**src/rtl/regfile_pkg.sv**
```systemverilog
// Shared defaults and sizing helper for the parametrised register file and its debug scanner.
package regfile_pkg;

  localparam int DATA_W_DEF   = 8;
  localparam int ADDR_W_DEF   = 3;
  localparam int SCAN_DIV_DEF = 50_000_000;

  // Bits needed to count 0..value-1, never less than one bit.
  function automatic int clog2(input int value);
    int w;
    w = 0;
    for (int i = 0; i < 31; i++) begin
      if ((1 << i) < value) w = i + 1;
    end
    return (w < 1) ? 1 : w;
  endfunction

endpackage

```
**src/rtl/regfile_scan.sv**
```systemverilog
// Round-robin debug scanner: divides clk down to one step every SCAN_DIV enabled cycles
// and walks dbg_addr across the whole register array.
module regfile_scan
  import regfile_pkg::*;
#(
  parameter int ADDR_W   = ADDR_W_DEF,
  parameter int SCAN_DIV = SCAN_DIV_DEF
) (
  input  logic              clk,
  input  logic              rst,
  input  logic              dbg_en,
  output logic [ADDR_W-1:0] dbg_addr,
  output logic              dbg_step
);

  localparam int CNT_W = clog2(SCAN_DIV);
  localparam logic [CNT_W-1:0] CNT_LAST = CNT_W'(SCAN_DIV - 1);

  logic [CNT_W-1:0] div_cnt;
  logic             wrap;

  assign wrap = dbg_en && (div_cnt == CNT_LAST);

  always_ff @(posedge clk) begin
    if (rst) begin
      div_cnt  <= '0;
      dbg_addr <= '0;
      dbg_step <= 1'b0;
    end else begin
      dbg_step <= wrap;
      if (dbg_en) div_cnt <= wrap ? '0 : div_cnt + 1'b1;
      if (wrap) dbg_addr <= dbg_addr + 1'b1;
    end
  end

endmodule

```
**src/rtl/regfile_param.sv**
```systemverilog
// 2-read/1-write register file with optional zero register, optional write bypass,
// a registered debug view driven by the scanner, and a flat dump of the whole array.
module regfile_param
  import regfile_pkg::*;
#(
  parameter int DATA_W   = DATA_W_DEF,
  parameter int ADDR_W   = ADDR_W_DEF,
  parameter int ZERO_REG = 0,
  parameter int BYPASS   = 0,
  parameter int SCAN_DIV = SCAN_DIV_DEF
) (
  input  logic                            clk,
  input  logic                            rst,
  input  logic                            we3,
  input  logic [ADDR_W-1:0]               wa3,
  input  logic [DATA_W-1:0]               wd3,
  input  logic [ADDR_W-1:0]               ra1,
  input  logic [ADDR_W-1:0]               ra2,
  output logic [DATA_W-1:0]               rd1,
  output logic [DATA_W-1:0]               rd2,
  input  logic                            dbg_en,
  output logic [ADDR_W-1:0]               dbg_addr,
  output logic [DATA_W-1:0]               dbg_data,
  output logic                            dbg_step,
  output logic [DATA_W*(2**ADDR_W)-1:0]   all_regs
);

  localparam int DEPTH = 2**ADDR_W;

  logic [DATA_W-1:0] regs [DEPTH];
  logic [DATA_W-1:0] dbg_data_p1;
  logic              wr_ok;

  // A write to register 0 is swallowed when it is hard-wired to zero; this also
  // keeps it out of the bypass path.
  assign wr_ok = we3 && !(ZERO_REG != 0 && wa3 == '0);

  always_ff @(posedge clk) begin
    if (rst) begin
      for (int i = 0; i < DEPTH; i++) regs[i] <= '0;
    end else if (wr_ok) begin
      regs[wa3] <= wd3;
    end
  end

  always_comb begin
    rd1 = regs[ra1];
    if (BYPASS != 0 && wr_ok && ra1 == wa3) rd1 = wd3;
    if (ZERO_REG != 0 && ra1 == '0) rd1 = '0;
  end

  always_comb begin
    rd2 = regs[ra2];
    if (BYPASS != 0 && wr_ok && ra2 == wa3) rd2 = wd3;
    if (ZERO_REG != 0 && ra2 == '0) rd2 = '0;
  end

  regfile_scan #(
    .ADDR_W   (ADDR_W),
    .SCAN_DIV (SCAN_DIV)
  ) u_scan (
    .clk      (clk),
    .rst      (rst),
    .dbg_en   (dbg_en),
    .dbg_addr (dbg_addr),
    .dbg_step (dbg_step)
  );

  // Stage p1: debug view sampled from the array one cycle behind dbg_addr
  always_ff @(posedge clk) begin
    if (rst) begin
      dbg_data_p1 <= '0;
    end else if (ZERO_REG != 0 && dbg_addr == '0) begin
      dbg_data_p1 <= '0;
    end else begin
      dbg_data_p1 <= regs[dbg_addr];
    end
  end

  assign dbg_data = dbg_data_p1;

  always_comb begin
    all_regs = '0;
    for (int i = 0; i < DEPTH; i++) begin
      if (!(ZERO_REG != 0 && i == 0)) all_regs[i*DATA_W +: DATA_W] = regs[i];
    end
  end

endmodule
```
**config.mk**
```make
export PLATFORM = sky130hd
export DESIGN_NAME = regfile_param
export DESIGN_NICKNAME = d
export VERILOG_FILES = /design/src/rtl/regfile_pkg.sv /design/src/rtl/regfile_scan.sv /design/src/rtl/regfile_param.sv
export SDC_FILE = /design/constraint.sdc
export NUM_CORES = 1
export LEC_CHECK = 0
export CORE_ASPECT_RATIO = 0.75
export CORE_MARGIN = 8
export CORE_UTILIZATION = 25
export CTS_BUF_LIST = sky130_fd_sc_hd__clkbuf_4
export DETAILED_ROUTE_END_ITERATION = 6
export PLACE_DENSITY = 0.57
export SLEW_MARGIN = 30
export SYNTH_ARGS = -nofsm -noshare
export SYNTH_HDL_FRONTEND = slang
export SYNTH_SLANG_ARGS = --single-unit
```
**constraint.sdc**
```tcl
create_clock -name clk -period 2.4 [get_ports clk]
set_input_delay 0.48 -clock clk [delete_from_list [all_inputs] [get_ports clk]]
set_output_delay 0.48 -clock clk [all_outputs]
set_load 0.05 [all_outputs]
```
**Word level (Yosys, flattened, before mapping)**

Memory sizes are Yosys's and may differ from the RTL's. A register that Yosys moved wholly into a read port is not among the register bits.
Cells that the tools add are included.

- Register bits: 30
- Bits in latches: 0
- RAM bits: 64
- ROM bits: 0
- Logic and storage cells: 18
- Memories: 1

Memories:

| name | words | bits a word | rd ports | clocked after memory_dff | wr ports | line | RTL |
|---|---|---|---|---|---|---|---|
| regs | 8 | 8 | 11 | 1 | 8 | regfile_param.sv:30 | `logic [DATA_W-1:0] regs [DEPTH];` |

- Add/subtract/negate cells: 2
- Multiply operators: 0
- Divide/modulo/power cells: 0
- Order comparisons: 0
- Equal/unequal tests: 1
- Shift operators: 0
- Multiplexer cells: 9
- Bitwise logic cells: 0
- Reduce and logical (&&, ||, !) cells: 2

Operators by type and width:

| kind | count |
|---|---|
| adder 26 x 1 -> 26 bit, second input constant | 1 |
| == test 26 bit, second input constant | 1 |
| 2-to-1 mux 26 bit | 1 |
| 2-to-1 mux 8 bit | 1 |
| OR reduction 8 bit | 1 |
| 2-to-1 mux 1 bit | 6 |
| adder 3 x 1 -> 3 bit, second input constant | 1 |
| 2-to-1 mux 3 bit | 1 |
| logical AND 1 bit | 1 |

**Longest topological paths before layout**

Gate-level depths: netlist of the first run.

- Depth after elaboration: 5
- Gate-level depth with buffers: 7
- Depth with buffers taken out: 5

**Modules after synthesis**

Synthesis of the first run repeated with hierarchy kept, for this count alone.

- Cell total of the unflattened synthesis: 415
- Area, all modules: 5662.9 um^2

Modules (own cells, without submodules):

| module | times used | cells an instance | area an instance (um^2) | sequential area each (um^2) |
|---|---|---|---|---|
| regfile_param | 1 | 253 | 4201.5 | 2082.0 |
| regfile_scan | 1 | 162 | 1461.4 | 600.6 |

**Worst setup path before layout of the first run**

OpenSTA, ideal clock, no wires.

- Path kind: input-to-output
- From: input ra1[0]
- To: output rd1[0]
- Arrival time: 2.106 ns
- Setup slack: -0.186 ns
- Stages: 4
- Path buffers: 2
- Path through: clkbuf_1 -> buf_2 -> mux4_2 -> mux2_2

- Cells in the longest elaborated chain, start to end: 1

RTL lines:

| item | line | RTL |
|---|---|---|
| from (decl) | regfile_param.sv:17 | `input logic [ADDR_W-1:0] ra1,` |
| memory (8 x 8 bit) | n/a |  |
| to (decl) | regfile_param.sv:19 | `output logic [DATA_W-1:0] rd1,` |

No other way between the ends.

==> impl_metrics.toml, run 1 <==
[run]
maxCapViolCount = 0

[clock_tree]
h-tree-depth = 3
cts.sinks = 102
cts_made_buffers = 9
cts_tree = "yes"
root_buffer = "clkbuf_4"
hold_buffers = 0
path_clk_slew_ns = 0.16
clk_latency_ns = 0.49
clock_path_buffers = 2

[global_routing]
grt_pass1_vias = 4488
grt_max_degree = 25
antenna_found_initial = 0
grt_pass1_wl_mm = 28.5
grt_use_total_pct = 14.3
grt-ovfl-total = 0

[route]
remaining_drc_errors = 0
drtIter0Drc = 379
ant_nets = 0
dr.pass1.iters = 4
wl_per_cell_um = 22.1
routed_via_density = 4.93
wl_mm = 19.3
num_vias = 4312

[setup_path]
crit_path_start = "regs[3][5]"
arrival_ns = 1.99
crit_path_max_fanout = 4
slowest_delay_ns = 0.54
r2r_end = "u_scan.dbg_addr[2]"
worstSetupEndpointType = "output port"
r2r-start = "u_scan.div_cnt[8]"
worstPathRequired_ns = 1.92
cp_slowest_cell = "mux4_2"
crit_cells = 3
critical_path_buf_inv_count = 1
cp_cell_sequence = "mux4_2, mux2_2, buf_6"
path_class = "flop to output port"
rrSetupSlack_ns = 0.21
endpoint = "rd1[5]"
rr_worst_depth = 4
path_delay_family = "multiplexers"
start_kind = "flop"

[sta]
fin_crit_sh_pct = 103
worst_slack_ns = -0.0721
max_freq_ghz = 0.405
rsz0062_at_grt = "yes"
slew_viol_final = 0
final_hold_viol_count = 0
tightest_slew_ns = 0.724
fin_worst_skew_ns = 0.0385
setup_viol = 13
max_slew_margin_pct = 51.7
period_needed_ns = 2.47

[yosys]
yosys.area.top_type = "edfxtp_1"
syn_nets = 446
synthCells = 423
yosysUniqueCellTypes = 37
synthArstFlopShare_pct = 0
yosys-top-cells-area = "edfxtp_1 35%, mux4_2 20%, dfxtp_1 14%"
synthFlopType = "edfxtp_1"
yosysSeqAreaShare_pct = 49.1
synth_top_cell_area_share_pct = 35.2
synth_edf_count = 64
synth_warnings = 0
syn_area_um2 = 5470
ys_ff_latch = 102
synth_area_per_cell_um2 = 12.9

[floorplanning]
start_util_pct = 25.1
die_w_um = 187
dieArea_um2 = 26900
rows = 47
core_um2 = 21800
io_pins = 113
chipHeight_um = 144

[place]
port_buffers = 112
place_area_um2 = 7150
dp_hpwl_mm = 14.1
routabilityCongestion = 0.862

[layout]
final_common_cell = "clkdlybuf4s50_1"
drive_above_1_share_pct = 29.5
fin_area_um2 = 7660
final_cell_mix = "67 x clkdlybuf4s50_1, 64 x and2_1, 64 x edfxtp_1"
n_fill_cell = 2157
nets = 599
area_growth_pct = 40.2

[power]
powerDensity_nw_per_um2 = 529
leakagePower_uw = 0.00277
total_power_uw = 4060
peakVddDrop_v = 0.000218

[run_status]
violations = "setup timing"
outcome = "finished with violations"

[min_path]
min_from = "u_scan.div_cnt[25]"
hp-class = "flop to flop"
## logic make-up (layout without fill, tap and decap cells)
logic type | count (synthesis) | count (layout) | share of synthesized area, %
and+or+nand+nor | 169 | 169 | 17.7
DFF | 102 | 102 | 49.1
muxes | 72 | 72 | 24.5
AOI/OAI and AO/OA | 37 | 37 | 4.19
buffers and inverters | 30 | 187 | 2.22
xor gates and xnor gates | 11 | 11 | 1.76
adders and majority gates | 2 | 2 | 0.458
other | 0 | 1 | 0
## metrics by stage
stage	TNS [ns]	std cells	hold slack, ns	util [%]	worst slack [ns]
finish	-0.619	875	0.507	35.2	-0.0721
detailed placement	-5.89	833	0.479	32.8	-0.353
CTS	-0.783	874	0.504	35.0	-0.0873
global placement	-5.64	833	0.458	32.8	-0.345
floorplan	0	423	0.447	-	0.0849
global route	-1.55	874	0.541	35.2	-0.145
## Yosys cell counts, drive strengths merged, types with 6 or more instances
library cell	instances
o31ai	11
nor2	29
clkbuf	14
xnor2	8
nand2	13
a21oi	17
and2	64
or2	10
mux2i	8
mux2	16
nor3	6
nand4	9
mux4	48
buf	11
edfxtp	64
dfxtp	38
or4	16
## worst reg2reg max path: stages (launching register included)
cell and delay, ns:
dfxtp_1 0.40, or4_1 0.52, or4_1 0.54, or4_1 0.51, a21oi_1 0.14
## how the worst min path moves through the flow
stage	depth (start not counted)	to
after detailed placement	2	u_scan.div_cnt[23]
after global routing	2	u_scan.div_cnt[23]
after CTS	2	u_scan.div_cnt[25]
final	2	u_scan.div_cnt[25]
after floorplan	2	u_scan.div_cnt[25]
after global placement	2	u_scan.div_cnt[23]
## power breakdown
| group | leakage [uW] | switching, uW | internal (uW) |
|---|---|---|---|
| Sequential | 0.000922 | 91.0 | 1940 |
| Combinational | 0.00178 | 685 | 476 |
| Clock | 0.0000672 | 623 | 235 |
## flip-flops by register name, indices dropped and copies added, names as in the netlist
| name | count |
|---|---|
| u_scan.div_cnt | 26 |
| regs | 64 |
| u_scan.dbg_addr | 3 |
| dbg_data | 8 |
| u_scan.dbg_step | 1 |
## final cells by class
| class | count | area [um^2] | area share, % |
|---|---|---|---|
| flip-flops and latches | 102 | 2680 | 35.0 |
| well taps | 294 | 368 | 4.80 |
| multi-input cells | 291 | 2690 | 35.1 |
| diodes | 1 | 2.50 | 0.0326 |
| clock buffers | 10 | 75.1 | 0.979 |
| inverters | 5 | 18.8 | 0.245 |
| clock inverters | 5 | 41.3 | 0.539 |
| repair buffers | 167 | 1790 | 23.3 |
## routing by layer
layer	part of all wire [%]	up-vias	wire [um]	GRT usage [%]
li1	-	1925	-	-
met1	44	2169	8410	18.2
met2	46	196	8830	23.1
met3	8.4	22	1630	4.58
met4	2.3	0	438	4.38
met5	0	-	0	0
## repair_timing
| action | in CTS | in global routing |
|---|---|---|
| gates resized for setup | 39 | 20 |
| buffers inserted | 22 | 0 |
| gates cloned | 4 | 0 |
| endpoints found under the setup margin | 18 | 32 |
Note: power is estimated with default switching activity, not from simulation.
==> run 2, diff against run 1 <==
- clock period: 2.4 -> 2.2 ns (I/O delays scaled with it)
==> run 2 against run 1 <==
  * The run still ends with setup timing left
  * Routed wire length fell by 1.8%
  * Setup slack got worse by 0.15 ns
  * Via count up 0.72%
  * Clock-buffer cell count is 1 lower
  * Sequential cell count is the same
  * Sequential share of layout area is 0.62 points lower
==> impl_metrics.toml, run 2 (synthesis results as in run 1) <==
[power]
seq_power_share_pct = 49.6
clkPwrFrac_pct = 21.7
peakVddDrop_v = 0.000286
pwr-share-comb_pct = 28.7
intPower_uw = 2920
total_power_uw = 4490
powerDensity_nw_per_um2 = 575
switching_share_pct = 34.9
p_sw_uw = 1570
leakagePower_uw = 0.00286

[sta]
max_slew_margin_pct = 53.2
setup_viol = 16
fin_crit_sh_pct = 110
fin_hold_ws_ns = 0.499
final_hold_viol_count = 0
max_freq_ghz = 0.413
period_needed_ns = 2.42
rsz0062_at_grt = "yes"
worst_slack_ns = -0.223
tightest_slew_ns = 0.700
fin_worst_skew_ns = 0.0342
finalSetupTns_ns = -2.99
slew_viol_final = 0

[global_routing]
grt_max_degree = 25
grt_use_total_pct = 14.0
grt-ovfl-total = 0
antenna_found_initial = 1
grt_pass1_wl_mm = 28.0
grt_pass1_vias = 4496

[min_path]
min_from = "u_scan.div_cnt[25]"
hp-class = "flop to flop"

[layout]
final_common_cell = "buf_4"
post-route-util_pct = 35.9
drive_above_1_share_pct = 33.8
regMostFlops = "regs"
nets = 624
n_fill_cell = 2139
fin_area_um2 = 7800
regArea_um2 = 2680
largest_register_ffs = 64
area_growth_pct = 42.8
multi_input_area_um2 = 2710
final_cell_mix = "80 x buf_4, 64 x and2_1, 64 x edfxtp_1"

[route]
wl_per_cell_um = 21.0
wl_mm = 19.0
remaining_drc_errors = 0
ant_nets = 0
drtIter0Drc = 339
num_vias = 4343
routed_via_density = 4.82
dr.pass1.iters = 5

[place]
dp_hpwl_mm = 14.3
place_area_um2 = 7190
routabilityCongestion = 0.885
port_buffers = 112

[floorplanning]
chipHeight_um = 144
core_um2 = 21800
dieArea_um2 = 26900
rows = 47
die_w_um = 187
io_pins = 113
start_util_pct = 25.1

[setup_path]
cp_cell_sequence = "mux4_2, mux2_4, buf_8"
worstSetupEndpointType = "output port"
r2r-start = "u_scan.div_cnt[1]"
cp_slowest_cell = "mux4_2"
path_delay_family = "multiplexers"
worstPathRequired_ns = 1.76
crit_path_start = "regs[2][2]"
arrival_ns = 1.98
path_class = "flop to output port"
crit_path_max_fanout = 4
slowest_delay_ns = 0.53
critical_path_buf_inv_count = 1
start_kind = "flop"

[clock_tree]
path_clk_slew_ns = 0.18
hold_buffers = 0
clock_path_buffers = 2
root_buffer = "clkbuf_4"
cts.sinks = 102
h-tree-depth = 3
cts_made_buffers = 9
cts_tree = "yes"
clk_latency_ns = 0.48

[run]
maxCapViolCount = 0

[run_status]
outcome = "finished with violations"
violations = "setup timing"
## run 2: cell count changes in the layout (fill, tap and decap cells not counted), moves of 5 or more
cell	change
dlygate4sd2_1	+51
buf_8	+8
mux2_4	+5
dlymetal6s2s_1	-16
clkdlybuf4s50_1	-41
buf_6	-8
mux2_2	-5
buf_4	+32
## run 2: final timing paths
| path | end | slack [ns] | cells past startpoint |
|---|---|---|---|
| worst min register to register | u_scan.div_cnt[25] | 0.50 | 2 |
| worst max register to register | u_scan.div_cnt[20] | 0.13 | 6 |
| worst min-delay path | u_scan.div_cnt[25] | 0.50 | 2 |
| worst max-delay path | rd1[2] | -0.22 | 3 |
## run 2: timing repair
item / in CTS / in global routing
gates resized for setup: 94 / 10
gates cloned: 3 / 0
pin swaps: 0 / 0
endpoints found under the setup margin: 72 / 17
setup buffers: 26 / 13
## run 2: metrics by stage
stage	std cells	worst slack [ns]
after floorplan	423	0.0133
after global placement	842	-0.448
after detailed placement	842	-0.448
after CTS	887	-0.249
after global routing	901	-0.288
final	901	-0.223
## run 2: power groups by stage
stage	Combinational [uW]	Sequential, uW	Clock, uW
after floorplan	435	2520	0
after global placement	1140	2280	0
after detailed placement	1150	2280	0
after CTS	1250	2230	1000
after global routing	1330	2240	1080
final	1290	2230	975
## run 2: routing by layer
metal  part of all wire (%)  track usage, %  up-vias
met5                      0               0        -
met1                     40            16.1     2171
met4                    2.9            5.84        0
li1                       -               -     1978
met2                     52            25.0      162
met3                    5.5            3.40       32
## run 2: cell type report
| cell class | instances | share of cell area [%] |
|---|---|---|
| Multi-Input combinational cell | 291 | 34.7 |
| Sequential cell | 102 | 34.4 |
| Timing Repair Buffer | 192 | 24.1 |
| Tap cell | 294 | 4.71 |
| Clock inverter | 7 | 0.930 |
| Clock buffer | 9 | 0.866 |
| Inverter | 5 | 0.241 |
| Antenna cell | 1 | 0.0321 |
## run 2: worst reg2reg max path, cell delays in order, from the launching register on
cell,delay [ns]
dfxtp_1,0.44
ha_1,0.24
nand3_1,0.08
or4_1,0.47
buf_4,0.19
or4_1,0.47
a21oi_1,0.14
==> run 3, diff against run 2 <==
- MAX_ROUTING_LAYER: default -> met4
==> run 3 against run 2 <==
  * The run still ends with setup timing left
  * Die area did not move
  * Non-clock buffer count rose by 2
  * Via count fell by 0.51%
  * Cell area rose by 0.21%
  * Global-route usage rose by 0.42 points
  * Core utilization rose by 0.075 points
  * Sequential power barely moved
  * Worst hold slack improved by 0.00096 ns
  * Setup slack got worse by 0.0028 ns
  * Largest cell class unchanged
  * Largest power group unchanged
  * Highest routed layer unchanged
==> impl_metrics.toml, run 3 (synthesis results as in run 1) <==
[route]
wl_mm = 19.0
num_vias = 4321
remaining_drc_errors = 0
routed_via_density = 4.79
ant_nets = 0
wl_per_cell_um = 21.1
drtIter0Drc = 299
dr.pass1.iters = 4

[clock_tree]
path_clk_slew_ns = 0.18
h-tree-depth = 3
clk_latency_ns = 0.48
cts.sinks = 102
cts_made_buffers = 9
clock_path_buffers = 2
root_buffer = "clkbuf_4"
cts_tree = "yes"

[floorplanning]
start_util_pct = 25.1
chipHeight_um = 144
die_w_um = 187
io_pins = 113
core_um2 = 21800
dieArea_um2 = 26900
rows = 47

[sta]
finalSetupTns_ns = -3.04
period_needed_ns = 2.43
fin_worst_skew_ns = 0.0337
final_hold_viol_count = 0
rsz0062_at_grt = "yes"
worst_slack_ns = -0.226
fin_crit_sh_pct = 110
tightest_slew_ns = 0.660
setup_viol = 16
slew_viol_final = 0
max_slew_margin_pct = 56.0
max_freq_ghz = 0.412

[power]
peakVddDrop_v = 0.000284
leakagePower_uw = 0.00287
total_power_uw = 4490
powerDensity_nw_per_um2 = 575

[global_routing]
antenna_found_initial = 1
grt_pass1_wl_mm = 28.1
gr-max-usage-layer = "met2"
grt_util_met2_pct = 25.0
grt_pass1_vias = 4503
grtUsageMet1_pct = 16.4
grt_use_total_pct = 14.4
grt-ovfl-total = 0
gr-usage-met3_pct = 2.94
grt_max_degree = 25

[run_status]
violations = "setup timing"
outcome = "finished with violations"

[layout]
final_common_cell = "buf_4"
largest_register_ffs = 64
fin_area_um2 = 7820
nets = 626
area_growth_pct = 43.1
final_cell_mix = "81 x buf_4, 64 x and2_1, 64 x edfxtp_1"
drive_above_1_share_pct = 33.9
regMostFlops = "regs"

[setup_path]
cp_slowest_cell = "mux4_2"
rrSetupSlack_ns = 0.16
r2r-start = "u_scan.div_cnt[1]"
crit_path_max_fanout = 4
slowest_delay_ns = 0.53
cp_cell_sequence = "mux4_2, mux2_4, buf_8"
crit_path_start = "regs[2][2]"
path_class = "flop to output port"
worstPathRequired_ns = 1.76
worstSetupEndpointType = "output port"
start_kind = "flop"
arrival_ns = 1.99

[place]
place_area_um2 = 7190
port_buffers = 112
pre_cts_ws_ns = -0.448
routabilityCongestion = 0.900
dp_hpwl_mm = 14.3

[run]
maxCapViolCount = 0

[min_path]
min_from = "u_scan.div_cnt[25]"
hp-class = "flop to flop"
run 3: cell types whose count changed in the layout (fill, tap and decap cells not counted):
cell           delta
buf_4             +1
dlygate4sd2_1     +1
run 3: cell type report:
| type | count | area (um^2) |
|---|---|---|
| Fill cell | 2139 | 13900 |
| Antenna cell | 1 | 2.50 |
| Tap cell | 294 | 368 |
| Inverter | 5 | 18.8 |
| Clock inverter | 7 | 72.6 |
| Sequential cell | 102 | 2680 |
| Timing Repair Buffer | 194 | 1900 |
| Multi-Input combinational cell | 291 | 2710 |
| Clock buffer | 9 | 67.6 |
run 3: stage by stage:
stage / utilization (%) / hold slack, ns / cells
final: 35.9 / 0.500 / 903
after global placement: 33.1 / 0.458 / 842
after global routing: 35.9 / 0.521 / 903
after detailed placement: 33.1 / 0.470 / 842
after CTS: 35.3 / 0.496 / 887
after floorplan: - / 0.447 / 423
run 3: repair_timing:
action | CTS | global route
setup endpoints to repair | 72 | 17
gates resized for setup | 94 | 9
endpoints found under the hold margin | 0 | 0
cloned | 3 | 0
hold buffers | 0 | 0
buffers inserted | 26 | 15
run 3: power breakdown:
part	internal [uW]	switching, uW	total (uW)
combinational	532	759	1290
clock	270	706	976
sequential	2120	105	2230
run 3: final timing paths:
path | endpoint | cells after the start
max | rd1[2] | 3
max reg2reg | u_scan.div_cnt[20] | 6
min | u_scan.div_cnt[25] | 2
min reg2reg | u_scan.div_cnt[25] | 2
run 3: critical path: cells and delay by family, from the launching register on:
family,cells,cell delay (ns)
muxes,2,0.83
buffers and inverters,1,0.15
DFF,1,0.52
run 3: routing by layer:
metal / share of wire (%) / up-vias
li1: - / 1984
met2: 53 / 149
met5: 0 / -
met3: 4.9 / 29
met1: 40 / 2159
met4: 2.3 / 0
